[src/rtl/sdio_pkg.sv]
// Shared constants, FSM encoding and the CRC7 step function for the SDIO CMD-line capture block.
package sdio_pkg;

  localparam int SDIO_FRAME_BITS = 48;
  localparam logic [6:0] SDIO_CRC7_POLY = 7'h09;

  typedef enum logic [1:0] {
    IDLE  = 2'd0,
    SHIFT = 2'd1,
    CHECK = 2'd2,
    ABORT = 2'd3
  } sdio_state_e;

  localparam logic [1:0] ST_IDLE  = 2'd0;
  localparam logic [1:0] ST_SHIFT = 2'd1;
  localparam logic [1:0] ST_CHECK = 2'd2;
  localparam logic [1:0] ST_ABORT = 2'd3;

  localparam int STAT_CRC_ERR = 7;
  localparam int STAT_END_ERR = 6;
  localparam int STAT_TIMEOUT = 5;
  localparam int STAT_DIR     = 4;

  // One serial step of CRC7 (x^7 + x^3 + 1), MSB-first.
  function automatic logic [6:0] crc7_step(input logic [6:0] crc, input logic din);
    logic fb;
    fb = din ^ crc[6];
    return {crc[5:0], 1'b0} ^ (fb ? SDIO_CRC7_POLY : 7'h00);
  endfunction

endpackage

[src/rtl/sdio_crc7.sv]
// Serial CRC7 accumulator; clr restarts from zero and may absorb a bit in the same cycle.
module sdio_crc7
  import sdio_pkg::*;
(
  input  logic       clk,
  input  logic       rst,
  input  logic       clr,
  input  logic       en,
  input  logic       din,
  output logic [6:0] crc
);

  logic [6:0] crc_reg;

  always_ff @(posedge clk or posedge rst) begin
    if (rst) begin
      crc_reg <= '0;
    end else if (clr) begin
      crc_reg <= en ? crc7_step(7'h00, din) : 7'h00;
    end else if (en) begin
      crc_reg <= crc7_step(crc_reg, din);
    end
  end

  assign crc = crc_reg;

endmodule

[src/rtl/sdio_cmd_capture.sv]
// Oversampling SDIO CMD-line frame capture: synchronizes sd_clk/cmd_i into clk,
// shifts in 48-bit frames, checks CRC7 and end bit, and strobes the decoded fields.
module sdio_cmd_capture
  import sdio_pkg::*;
#(
  parameter int SYNC_STAGES = 2,
  parameter int TIMEOUT     = 1024
) (
  input  logic        clk,
  input  logic        rst,
  input  logic        sd_clk,
  input  logic        cmd_i,
  output logic [7:0]  cmd_o,
  output logic [31:0] arg_o,
  output logic [6:0]  crc_o,
  output logic        finsh_o,
  output logic        frame_err_o,
  output logic        busy_o,
  output logic [7:0]  status
);

  localparam int TW = $clog2(TIMEOUT) + 1;

  logic [SYNC_STAGES-1:0] sd_sync_reg;
  logic [SYNC_STAGES-1:0] cmd_sync_reg;
  logic                   sd_prev_reg;
  logic                   rise_reg;
  logic                   cmd_bit_reg;

  logic [1:0]                 state_reg;
  logic [5:0]                 bit_cnt_reg;
  logic [SDIO_FRAME_BITS-1:0] shift_reg;
  logic [SDIO_FRAME_BITS-1:0] frame_next;
  logic [TW-1:0]              idle_cnt_reg;

  logic [7:0]  cmd_reg;
  logic [31:0] arg_reg;
  logic [6:0]  crc_out_reg;
  logic        finsh_reg;
  logic        frame_err_reg;
  logic [7:0]  status_reg;

  logic       crc_clr;
  logic       crc_en;
  logic [6:0] crc_val;
  logic       crc_bad;
  logic       end_bad;

  // cmd chain idles high so leaving reset never looks like a start bit.
  always_ff @(posedge clk or posedge rst) begin
    if (rst) begin
      sd_sync_reg  <= '0;
      cmd_sync_reg <= '1;
      sd_prev_reg  <= 1'b0;
      rise_reg     <= 1'b0;
      cmd_bit_reg  <= 1'b1;
    end else begin
      sd_sync_reg  <= {sd_sync_reg[SYNC_STAGES-2:0], sd_clk};
      cmd_sync_reg <= {cmd_sync_reg[SYNC_STAGES-2:0], cmd_i};
      sd_prev_reg  <= sd_sync_reg[SYNC_STAGES-1];
      rise_reg     <= sd_sync_reg[SYNC_STAGES-1] & ~sd_prev_reg;
      cmd_bit_reg  <= cmd_sync_reg[SYNC_STAGES-1];
    end
  end

  always_comb begin
    frame_next = {shift_reg[SDIO_FRAME_BITS-2:0], cmd_bit_reg};
    crc_clr    = (state_reg == ST_IDLE) && rise_reg && !cmd_bit_reg;
    crc_en     = crc_clr || ((state_reg == ST_SHIFT) && rise_reg && (bit_cnt_reg >= 6'd8));
    crc_bad    = (crc_val != frame_next[7:1]);
    end_bad    = ~frame_next[0];
  end

  sdio_crc7 u_crc7 (
    .clk (clk),
    .rst (rst),
    .clr (crc_clr),
    .en  (crc_en),
    .din (cmd_bit_reg),
    .crc (crc_val)
  );

  // The check is evaluated on the final-bit rise so the results are already
  // registered during the CHECK cycle, which is when finsh_o is high.
  always_ff @(posedge clk or posedge rst) begin
    if (rst) begin
      state_reg     <= ST_IDLE;
      bit_cnt_reg   <= '0;
      shift_reg     <= '0;
      idle_cnt_reg  <= '0;
      cmd_reg       <= '0;
      arg_reg       <= '0;
      crc_out_reg   <= '0;
      finsh_reg     <= 1'b0;
      frame_err_reg <= 1'b0;
      status_reg    <= '0;
    end else begin
      finsh_reg     <= 1'b0;
      frame_err_reg <= 1'b0;
      case (state_reg)
        ST_IDLE: begin
          if (rise_reg && !cmd_bit_reg) begin
            shift_reg    <= '0;
            bit_cnt_reg  <= 6'd46;
            idle_cnt_reg <= '0;
            state_reg    <= ST_SHIFT;
          end
        end
        ST_SHIFT: begin
          if (rise_reg) begin
            shift_reg    <= frame_next;
            idle_cnt_reg <= '0;
            if (bit_cnt_reg == 6'd0) begin
              cmd_reg                  <= frame_next[47:40];
              arg_reg                  <= frame_next[39:8];
              crc_out_reg              <= frame_next[7:1];
              status_reg[STAT_CRC_ERR] <= crc_bad;
              status_reg[STAT_END_ERR] <= end_bad;
              status_reg[STAT_TIMEOUT] <= 1'b0;
              status_reg[STAT_DIR]     <= frame_next[46];
              if (!crc_bad && !end_bad) begin
                status_reg[3:0] <= status_reg[3:0] + 4'd1;
              end
              finsh_reg     <= 1'b1;
              frame_err_reg <= crc_bad | end_bad;
              state_reg     <= ST_CHECK;
            end else begin
              bit_cnt_reg <= bit_cnt_reg - 6'd1;
            end
          end else if (idle_cnt_reg == TW'(TIMEOUT - 1)) begin
            status_reg[STAT_CRC_ERR] <= 1'b0;
            status_reg[STAT_END_ERR] <= 1'b0;
            status_reg[STAT_TIMEOUT] <= 1'b1;
            frame_err_reg            <= 1'b1;
            state_reg                <= ST_ABORT;
          end else begin
            idle_cnt_reg <= idle_cnt_reg + TW'(1);
          end
        end
        ST_CHECK: state_reg <= ST_IDLE;
        default:  state_reg <= ST_IDLE;
      endcase
    end
  end

  assign cmd_o       = cmd_reg;
  assign arg_o       = arg_reg;
  assign crc_o       = crc_out_reg;
  assign finsh_o     = finsh_reg;
  assign frame_err_o = frame_err_reg;
  assign busy_o      = (state_reg == ST_SHIFT) || (state_reg == ST_CHECK);
  assign status      = status_reg;

endmodule

[config.mk]
export PLATFORM = sky130hd
export DESIGN_NAME = sdio_cmd_capture
export DESIGN_NICKNAME = d
export VERILOG_FILES = /design/src/rtl/sdio_pkg.sv /design/src/rtl/sdio_crc7.sv /design/src/rtl/sdio_cmd_capture.sv
export SDC_FILE = /design/constraint.sdc
export NUM_CORES = 1
export LEC_CHECK = 0
export BUFFER_PORTS_ARGS = -buffer_cell sky130_fd_sc_hd__buf_2
export CAP_MARGIN = 20
export CORE_MARGIN = 2
export CORE_UTILIZATION = 53
export CTS_CLUSTER_DIAMETER = 150
export CTS_CLUSTER_SIZE = 16
export DETAILED_ROUTE_END_ITERATION = 10
export GPL_TIMING_DRIVEN = 0
export PLACE_DENSITY = 0.76
export SLEW_MARGIN = 20
export SYNTH_ARGS = -nofsm -noshare
export SYNTH_HDL_FRONTEND = slang
export SYNTH_HIERARCHICAL = 1
export SYNTH_SLANG_ARGS = --single-unit
[constraint.sdc]
create_clock -name clk -period 3.9 [get_ports clk]
set_input_delay 0.39 -clock clk [delete_from_list [all_inputs] [get_ports clk]]
set_output_delay 0.39 -clock clk [all_outputs]
set_load 0.02 [all_outputs]
After elaboration in Yosys (flattened, before gate mapping)
Index checks and enable logic that the tools add are counted.

Flip-flop bits (word level): 137. Input bits: 4. Logic and storage cells: 93.

Add/sub/neg operators: 3. Order comparisons: 1. Equality and inequality tests: 11. Multiplexer cells: 32. Bitwise operators: 6. Reductions and logical operators: 22.

Operators by type and width (count): 2-to-1 mux 47 bit (2); one-hot mux 47 bit (2 select lines) (1); 2-to-1 mux 11 bit (3); one-hot mux 11 bit (2 select lines) (1); 2-to-1 mux 7 bit (3); 2-to-1 mux 6 bit (3); AND reduction 3 bit (5); 2-to-1 mux 4 bit (3); one-hot mux 6 bit (2 select lines) (1); adder 11 x 1 -> 11 bit, second input constant (1); equality test 11 x 10 -> 1 bit, second input constant (1); inequality test 3 bit, second input constant (3); 2-to-1 mux 2 bit (4); 2-to-1 mux 8 bit (1); AND reduction 4 bit (2); 2-to-1 mux 1 bit (7); inequality test 7 bit (1); XOR 7 bit (1); >= comparator 6 x 4 -> 1 bit, second input constant (1); logical AND 1 bit (6); zero test 6 bit (1); 2-to-1 mux 3 bit (2); nonzero test 2 bit (3); subtractor 6 x 1 -> 6 bit, second input constant (1); 13 further kinds (18).

Logic depth before layout (Yosys ltp)
Depth after elaboration: 6. Gate-level depth with buffers: 9. Depth with buffers taken out: 7.

Cells and area by module
Netlist, hierarchy kept.

By module, submodules not included: sdio_cmd_capture (instances 1, cells an instance 585, area each 5460.2 µm²); sdio_crc7 (instances 1, cells an instance 31, area each 325.3 µm²).

Least setup slack after synthesis
OpenSTA, ideal clock, no wires.

Kind: reg2reg. Start point: register state_reg[1]. End point: register u_crc7.crc_reg[3], in the netlist u_crc7/crc[3]. Setup time: 0.126 ns. Data arrival time: 1.774 ns. Slack: 2.000 ns. Cell stages (with the launch flop): 9. Path buffers: 2. Cell sequence: dfrtp_1 -> inv_1 -> ha_1 -> clkbuf_1 -> nand2_1 -> o21ai_0 -> buf_2 -> nor3b_1 -> a311o_1.

Cells in the longest elaborated chain, start to end: 6. Elaborated cells on any way between the ends: 10. Those cells by class: eq/ne: 1; mux: 2; reduce/logical: 7.

RTL lines: from (decl) (line sdio_cmd_capture.sv:30) `logic [1:0] state_reg;`; from (signal assigned) (line sdio_cmd_capture.sv:87) `state_reg <= ST_IDLE;`; from (signal assigned) (line sdio_cmd_capture.sv:106) `state_reg <= ST_SHIFT;`; from (signal assigned) (line sdio_cmd_capture.sv:126) `state_reg <= ST_CHECK;`; equality test 2 x 1 -> 1 bit / zero test 2 bit (equally long branches) (line sdio_cmd_capture.sv:69, sdio_cmd_capture.sv:68); logical AND 1 bit, on equally long branches (2 in a row) (line sdio_cmd_capture.sv:69, sdio_cmd_capture.sv:68); logical OR 1 bit (*) (line sdio_cmd_capture.sv:69) `crc_en = crc_clr || ((state_reg == ST_SHIFT) && rise_reg && (bit_cnt_reg >= 6'd8));`; named net crc_en (line sdio_cmd_capture.sv:44) `logic crc_en;`; 2-to-1 mux 7 bit (line sdio_crc7.sv:19) `crc_reg <= en ? crc7_step(7'h00, din) : 7'h00;`; 2-to-1 mux 7 bit (line sdio_crc7.sv:18) `end else if (clr) begin`; to (signal assigned) (line sdio_crc7.sv:19); to (signal assigned) (line sdio_crc7.sv:21) `crc_reg <= crc7_step(crc_reg, din);`; to (decl) (line sdio_crc7.sv:13) `logic [6:0] crc_reg;`.

Mark *: on every way through the listed nets, which the timed path passes. The rest lies on a longest branch. A chain may end at the register's enable or synchronous reset.

Worst setup path in the final report
Start point: register state_reg[1]. End point: register status_reg[1], in the netlist status[1].

Cells in the longest elaborated chain, start to end: 2.

RTL lines: equality test 2 x 1 -> 1 bit (line sdio_cmd_capture.sv:100) `case (state_reg)`; AND reduction 4 bit (no source line); to (signal, indexed assignment) (line sdio_cmd_capture.sv:117) `status_reg[STAT_CRC_ERR] <= crc_bad;`; to (signal, indexed assignment) (line sdio_cmd_capture.sv:118) `status_reg[STAT_END_ERR] <= end_bad;`; to (signal, indexed assignment) (line sdio_cmd_capture.sv:120) `status_reg[STAT_DIR] <= frame_next[46];`; to (decl) (line sdio_cmd_capture.sv:41) `logic [7:0] status_reg;`.

No other way between the ends.

==> run_results.csv <==
group,metric,value,unit
sta,clock_skew,0.00778,ns
yosys,synth_most_common_cell,"nand2_1",
detailed_routing,drt-total-wl,12100,microns
finish,antenna_cells,0,
detailed_routing,wl_met1,5310,microns
yosys,synth_commonest_cells,"257 x nand2_1, 133 x dfrtp_1, 45 x nand3_1, 23 x o21ai_0, 19 x nor2_1",
worst_setup_path,ff2ff_setup_slack,1.53,ns
yosys,yosys.area.top_type,"dfrtp_1",
grt,grt-ovfl-total,0,
worst_setup_path,timing.rr.end,"status[1]",
place,io_buffers,61,
sta,worstMarginPinSlew,0.675,ns
yosys,synthArstFlopShare,100,%
min_path,hold_depth,0,
worst_setup_path,worst_setup_path_end_kind,"flip-flop",
grt,grt_start_max_net_pins,76,
place,gp_congestion,0.809,
finish,layout.nets,710,
yosys,ys_types,51,
sta,slew_headroom,55.0,%
yosys,ys_seq_elements,136,
yosys,syn_avg_cell_area,9.39,sq um
finish,largest_reg_flops,47,
detailed_routing,wl_met2,5920,microns
grt,gr-usage-all-layers,22.6,%
finish,layout-drive-gt1-share,18.2,%
yosys,syn_nets,626,
worst_setup_path,slowest_delay,0.42,ns
detailed_routing,dr.pass1.iters,5,
place,post-place-ws,1.59,ns
sta,hold_viol_final,0,
power_and_ir_drop,p_per_area,550,nW/um^2
worst_setup_path,worstPathRequired,4.31,ns
clocking,root_buffer,"clkbuf_8",
grt,grt_first_pass_wirelength,20600,microns
finish,area_delta_synth_final,20.1,%
worst_setup_path,criticalPathCategory,"flip-flop to flip-flop",
grt,antenna_found_initial,0,
floorplanning,die_w,108,microns
floorplanning,io_pins,62,
power_and_ir_drop,leakage,3.79,nW
finish,final_cells,853,
yosys,synthCells,616,
worst_setup_path,r2r_start,"state_reg[1]",
run_status,status,"finished, final reports clean",
worst_setup_path,path_cells,"inv_1 -> ha_1 -> clkbuf_1 -> nand4_2 -> nor2_1 -> mux2_1",
run,cap_violations,0,
clocking,post_cts_buffers,0,
sta,layout_worst_path_cycle_share,60.9,%
clocking,cts-buffers-inserted,17,
floorplanning,die_h,108,microns
yosys,yosysWarnings,6,
clocking,clk_transition_reported_paths,0.06,ns
power_and_ir_drop,power_frac_comb,14.2,%
worst_setup_path,cp_top_family,"simple AND/OR/NAND/NOR gates",
sta,fin_worst_hold_slack,0.351,ns
clocking,clkLatencyLatePin,0.53,ns
power_and_ir_drop,swShare,27.9,%
detailed_routing,drc,0,
floorplanning,start_util,53.8,%
place,dp_hpwl,8040,microns
clocking,cts_tree,"done",
power_and_ir_drop,intPower,0.00275,W
floorplanning,die_area,11800,sq um
yosys,ys.flop_type,"dfrtp_1",
sta,timing.fmax,0.421,GHz
detailed_routing,drt-initial-drc-count,292,
worst_setup_path,crit_buf_inv,2,
sta,min_period,2.37,ns
power_and_ir_drop,p_total,0.00382,W
worst_setup_path,start_kind,"flip-flop",
power_and_ir_drop,p_sw,0.00107,W
detailed_routing,vias,4495,
min_path,min_path_type,"flip-flop to flip-flop",
clocking,clk_path_buf_depth,2,
floorplanning,num_rows,38,
min_path,hold_start,"sd_sync_reg[0]",
worst_setup_path,critPathArrivalTime,2.78,ns
power_and_ir_drop,ir_worst_vdd,287,uV
detailed_routing,routedWlPerCell,14.2,microns
yosys,syn_area,5790,sq um
grt,grt_pass1_vias,4381,
sta,finalSetupViolCount,0,
yosys,ys_seq_area_share,58.9,%
sta,rsz0062_at_grt,"no",
sta,maxSlewViolCount,0,
detailed_routing,via_per_inst,5.27,
power_and_ir_drop,power_frac_seq,42.4,%
worst_setup_path,slowest_stage,"clkbuf_1",
power_and_ir_drop,p_clk_share,43.4,%
worst_setup_path,reg2reg_depth,6,
min_path,hold_end,"sd_sync_reg[1]",
yosys,synth_edf_count,0,
detailed_routing,top_layer,"met4",
clocking,clkSinkCount,136,
place,postPlaceCellArea,6300,sq um
floorplanning,coreArea,10700,sq um
detailed_routing,detail-route-antenna-nets,0,
worst_setup_path,crit_fanout,10,
yosys,ys_top_cells_by_area,"dfrtp_1 58%, nand2_1 17%, nand3_1 3.9%, xor2_1 2.4%, o21ai_0 2.0%",
detailed_routing,met3_length,650,microns
sta,setup_ws,1.53,ns
place,dpl.cell_count,818,
yosys,synth_top_cell_area_share,57.5,%
clocking,cts_htree_levels,4,
finish,finalInstanceArea,6950,sq um
==> worst max-delay path by stage <==
stage | startpoint | to | cells past startpoint
2_1_floorplan | rst | arg_o[0] | 1
3_3_place_gp | rst | arg_o[12] | 2
3_5_place_dp | state_reg[1] | status[1] | 6
4_1_cts | state_reg[1] | status[1] | 6
5_1_grt | state_reg[1] | u_crc7/crc[0] | 9
6_report | state_reg[1] | status[1] | 6
==> power by group through the flow <==
stage          logic (W)  clock network (W)  registers, W
3_5_place_dp    0.000539                  0       0.00164
3_3_place_gp    0.000506                  0       0.00164
6_report        0.000544            0.00166       0.00162
2_1_floorplan   0.000402                  0       0.00163
4_1_cts         0.000546            0.00168       0.00162
5_1_grt         0.000612            0.00174       0.00163
==> stage by stage <==
step / util (%) / TNS, ns
floorplan: - / 0
global placement: 58.3 / -152.85
detailed placement: 58.6 / 0
CTS: 64.7 / 0
global route: 64.7 / 0
finish: 64.7 / 0
==> worst register-to-register path: cells and delay by family (launching register included) <==
kind,cells,cell delay (ns)
multiplexers,1,0.34
AND/OR/NAND/NOR,2,0.72
buffers and inverters,2,0.53
adder cells (fa/ha/maj),1,0.29
flip-flops,1,0.38
==> per-layer routing <==
| layer | up-vias | track usage, % |
|---|---|---|
| met5 | - | 0 |
| li1 | 2157 | - |
| met4 | 0 | 8.06 |
| met1 | 2169 | 30.0 |
| met2 | 147 | 36.1 |
| met3 | 22 | 5.79 |
==> cell usage in the layout, fill, tap and decap left out, types with 3 or more instances in the layout <==
cell,instances
buf_6,5
clkbuf_16,16
o21ai_0,23
dlygate4sd3_1,3
a21oi_1,7
nand4_1,4
nor4_1,3
nand2_1,257
bufinv_16,3
nor2_1,19
dfrtp_1,133
clkinv_2,3
dfstp_2,3
nand3_1,45
nor3_1,6
inv_6,3
xnor2_1,3
ha_1,6
clkbuf_1,13
buf_2,71
mux2i_1,6
xor2_1,16
nor2b_1,4
inv_1,10
clkbuf_8,6
==> cells by family (layout without fill, tap and decap cells) <==
family          count (synthesis)  after routing  share of synthesized area, %
buf+inv                        44            141                          3.85
mux                             7              7                          1.23
compound gates                 47             47                          5.19
flops                         136            136                          58.9
simple gates                  357            357                          26.7
xor+xnor                       19             19                          2.88
fa+ha+maj                       6              6                          1.30
==> cell type report <==
class / count / area [sq um]
Fill cell: 875 / 3790
Clock buffer: 22 / 483
Tap cell: 140 / 175
Sequential cell: 136 / 3410
Inverter: 12 / 50.0
Timing Repair Buffer: 65 / 363
Buffer: 32 / 178
Clock inverter: 10 / 139
Multi-Input combinational cell: 436 / 2160
==> timing repair <==
| item | CTS | global route |
|---|---|---|
| endpoints found under the hold margin | 9 | 0 |
| resized for setup | 0 | 0 |
| hold buffers | 3 | 0 |
No activity file was read; power rests on OpenSTA's default activity.
